[config.mk]
export PLATFORM = sky130hd
export DESIGN_NAME = reg_file
export DESIGN_NICKNAME = d
export VERILOG_FILES = /design/src/rtl/reg_file.sv
export SDC_FILE = /design/constraint.sdc
export NUM_CORES = 1
export LEC_CHECK = 0
export CAP_MARGIN = 5
export CORE_UTILIZATION = 61
export CTS_BUF_LIST = sky130_fd_sc_hd__clkbuf_8
export DETAILED_ROUTE_END_ITERATION = 8
export PLACE_DENSITY = 0.84
export SLEW_MARGIN = 15
export SYNTH_ARGS = -nofsm -noshare
export SYNTH_HDL_FRONTEND = slang
export SYNTH_SLANG_ARGS = --single-unit
[constraint.sdc]
create_clock -name Clk -period 3.95 [get_ports Clk]
set_input_delay 0.395 -clock Clk [delete_from_list [all_inputs] [get_ports Clk]]
set_output_delay 0.395 -clock Clk [all_outputs]
set_load 0.01 [all_outputs]
[src/rtl/reg_file.sv]
// General-purpose register file with Zero/shift-carry status register for the
// single-cycle ALU datapath; combinational reads with optional write-first forwarding.
module reg_file #(
  parameter int unsigned W      = 8,
  parameter int unsigned A      = 3,
  parameter bit          BYPASS = 1'b0
) (
  input  logic         Clk,
  input  logic         Reset,
  input  logic         WriteEn,
  input  logic [A-1:0] Waddr,
  input  logic [W-1:0] DataIn,
  input  logic [A-1:0] RaddrA,
  input  logic [A-1:0] RaddrB,
  output logic [W-1:0] DataOutA,
  output logic [W-1:0] DataOutB,
  input  logic         FlagWe,
  input  logic         ZeroIn,
  input  logic         ScNext,
  output logic         ZeroFlag,
  output logic         SC_out
);

  localparam int unsigned DEPTH = 2 ** A;

  logic [DEPTH-1:0][W-1:0] regs_q, regs_d;
  logic                    zero_q, zero_d;
  logic                    sc_q, sc_d;
  logic                    fwd_a_c, fwd_b_c;

  // Next-state: one decoded register entry and the status pair.
  always_comb begin
    regs_d = regs_q;
    zero_d = zero_q;
    sc_d   = sc_q;
    if (WriteEn) begin
      regs_d[Waddr] = DataIn;
    end
    if (FlagWe) begin
      zero_d = ZeroIn;
      sc_d   = ScNext;
    end
  end

  always_ff @(posedge Clk or posedge Reset) begin
    if (Reset) begin
      regs_q <= '0;
      zero_q <= 1'b0;
      sc_q   <= 1'b0;
    end else begin
      regs_q <= regs_d;
      zero_q <= zero_d;
      sc_q   <= sc_d;
    end
  end

  // Forwarding is suppressed during reset so reads stay at zero.
  assign fwd_a_c = BYPASS && WriteEn && !Reset && (RaddrA == Waddr);
  assign fwd_b_c = BYPASS && WriteEn && !Reset && (RaddrB == Waddr);

  assign DataOutA = fwd_a_c ? DataIn : regs_q[RaddrA];
  assign DataOutB = fwd_b_c ? DataIn : regs_q[RaddrB];
  assign ZeroFlag = zero_q;
  assign SC_out   = sc_q;

endmodule

==> impl_summary.md <==
Place
The post-detailed-placement half-perimeter wirelength is 5142 µm. The last weighted congestion value of the routability-driven placer is 0.7945. The post-placement cell count is 309. Buffers placed on the I/O ports in this run total 40.

Once placement finished, the instance area stood at 0.004056 mm². The post-placement worst setup slack is 0.9645 ns.

Cells and area
Compared with the post-synthesis result, the final layout area differs by 18.56%. Cells fill 76.68% of the core in the end. Once layout is done, the placed cells without fillers occupy 0.004300 mm². Across the whole layout, storage elements account for 0.001652 mm². The number of nets in the layout is 271. The most common cell after layout, fill and taps aside is sky130_fd_sc_hd__mux2_2. Cells with a size suffix above 1 make up 43.08% of the layout. Counting the fill cells in the layout gives 337.

In the final layout, the multi-input gates occupy 0.001857 mm². The number of standard cells in the layout, taps in and fillers out is 325. Leaving out fill and tap cells, the most frequent cells in the layout are sky130_fd_sc_hd__mux2_2 (82), sky130_fd_sc_hd__dfrtp_1 (66), sky130_fd_sc_hd__clkdlybuf4s50_1 (40), sky130_fd_sc_hd__mux4_1 (32), sky130_fd_sc_hd__clkbuf_8 (12). The number of diodes added for antenna fixing is 0.

Critical path
The critical path goes through clkdlybuf4s50_1, mux4_1, mux2_2, clkdlybuf4s50_1. By instance count, the cell type seen most on the critical path is sky130_fd_sc_hd__clkdlybuf4s50_1. The critical path capture point type is a primary output. The worst setup path is launched from a primary input. The required time of the critical path is 3.56 ns.

The depth of the most critical reg-to-reg path is 1. At the worst endpoint, the arrival time is 2.62 ns. The type of the worst setup path is primary input to primary output.

In this run the worst path has a maximum fanout of 10. In this design, the stage delay of the slowest critical-path cell is 0.83 ns. Among all stages on the critical path, the largest delay is contributed by sky130_fd_sc_hd__clkdlybuf4s50_1.

Clock network
The clock slew at the register clock pins of the worst setup and hold paths is 0.07 ns. The clock tree from TritonCTS is built. The number of buffers inserted by hold repair at cts is 0.

The tree built by TritonCTS fans out to 66 sinks. In this run the number of H-tree levels came out at 3. The number of gates resized after CTS was 0. The TritonCTS buffer count is 9. The tree is rooted in a sky130_fd_sc_hd__clkbuf_8. The buffer depth of the longest clock path is 2.

In this run the post-CTS setup repair buffer count came out at 0. The later pin in the worst-skew pair is clocked with a latency of 0.34 ns.

Logic synthesis
Counting flops and latches in the post-synthesis netlist gives 66. Yosys printed 0 warnings. Ranked by total cell area, the synthesized netlist is headed by sky130_fd_sc_hd__dfrtp_1 (46%), sky130_fd_sc_hd__mux2_2 (25%), sky130_fd_sc_hd__mux4_1 (23%).

Summed over its instances, the top area cell type makes up 45.53% of the synthesized netlist area. sky130_fd_sc_hd__dfrtp_1 takes more of the synthesized area than any other cell. The number of different library cells in the post-synthesis netlist is 13. The netlist area before placement is 0.003627 mm². The instance count of the mapped netlist is 206.

The average footprint of a synthesized cell is 17.61 µm². After synthesis, flip-flops and latches occupy 45.53% of the total area. When the netlist entered floorplanning its net count stood at 229.

Global routing
The global-route wire length before repair is 12,210 µm. The overall routing resource usage is 27.89%. The initial antenna violation count is 0. The overall overflow remaining after global route is 0. The number of global-route vias before repair is 2,281. The largest net degree at the start of global routing is 38.

Min path
The path class of the tightest hold or removal check is primary input to async pin.

Routing
Once detail routing completed, the nets flagged for antenna violations numbered 0. Dividing the detail-routed wire length by the instance count gives 23.71 µm. The final routed DRC violation total is 0. The overall via count from detail_route is 2,138. The via-per-instance ratio is 6.578. After the first detailed-routing iteration, the DRC count stood at 105. The total wirelength of the detailed-routed design is 7705 µm.

The detailed-routing iteration count for the pre-antenna-repair pass is 4.

Timing
The number of setup violations in the final report is 0. The worst slack on hold paths is 0.5098 ns. Static timing analysis puts the maximum clock frequency at 331.5 MHz. Setup repair after global routing left no endpoint under its margin. The setup clock skew after layout is 0 ns.

Setup total negative slack on the finished layout was measured at 0 ns. The setup slack of the critical path after layout is 0.9331 ns. The number of hold violations in the final report is 0. The total count of max-transition violations in the final report came to 0. For the pin with the worst max-slew slack, the measured transition is 0.7827 ns.

For the finished layout, the period the worst path requires is 3.017 ns. The final critical-path share of the clock period is 76.38%. The worst relative slew slack is 47.07%.

Die
The die is 79.11 µm tall. Once the floorplan was initialized, standard cells occupied 64.68% of the core. The floorplan has 27 rows. The core outline area is 0.005608 mm². The number of top-level pins is 41.

The width of the chip is 79.11 µm. The floorplan step defined a die boundary enclosing 0.006258 mm².

Pwr
The power density normalized to cell area is 499.3 mW/mm². The static leakage is 1.826 nW. The total power is 2.147 mW. The worst-case vdd ir drop is 0.3614 mV.

Flow run
The number of max-cap violations is 0.

Status
The flow ran to the end, and the final reports show no timing, DRC or antenna violations.
layout make-up:
class                      instances  share of cell area (%)
clock buffer                      12                   3.841
clock inverter                     4                   1.688
inverter                           1                 0.08729
multi-input combinational        122                   43.18
sequential                        66                   38.41
tap                               72                   2.095
timing repair buffer              48                   10.71
final timing paths:
check	slack [ns]	to	from
worst max register to register	3.15	regs_q[63]	regs_q[63]
min in group Clk	0.52	SC_out	SC_out
worst min-delay path	0.51	regs_q[54]	Reset
worst max-delay path	0.93	DataOutB[2]	RaddrB[2]
worst min register to register	0.52	SC_out	SC_out
max in group asynchronous	2.55	regs_q[5]	Reset
layer usage:
| metal | routed length [µm] | global-route usage [%] | up-vias |
|---|---|---|---|
| met2 | 4156 | 48.71 | 68 |
| met1 | 3105 | 34.08 | 1124 |
| met5 | 0 | 0 | - |
| met4 | 166 | 11.27 | 0 |
| met3 | 277 | 5.287 | 17 |
| li1 | - | - | 929 |
critical path: cells and delay by family:
family / cells / cell delay [ns]
muxes: 2 / 0.92
buffers and inverters: 2 / 1.31
logic make-up after synthesis:
family	synth area share (%)
buffers and inverters	3.449
flip-flops	45.53
multiplexers	48.64
AND/OR/NAND/NOR	2.380
power by group:
part	internal, mW	switching, mW
sequential	0.823	0.105
combinational	0.377	0.178
clock	0.406	0.257
flip-flops by register name, summed over array words and instances, names as in the netlist:
register / flops
SC_out: 1
ZeroFlag: 1
regs_q: 64
synthesized netlist by cell type:
cell and count:
sky130_fd_sc_hd__buf_1 2, sky130_fd_sc_hd__buf_12 2, sky130_fd_sc_hd__buf_2 8, sky130_fd_sc_hd__buf_6 2, sky130_fd_sc_hd__clkbuf_1 3, sky130_fd_sc_hd__dfrtp_1 66
sky130_fd_sc_hd__inv_1 1, sky130_fd_sc_hd__mux2_2 82, sky130_fd_sc_hd__mux4_1 32, sky130_fd_sc_hd__nand4_1 1, sky130_fd_sc_hd__nand4b_1 3, sky130_fd_sc_hd__nor4b_4 1
sky130_fd_sc_hd__nor4bb_1 3
No activity file was read; power rests on OpenSTA's default activity.
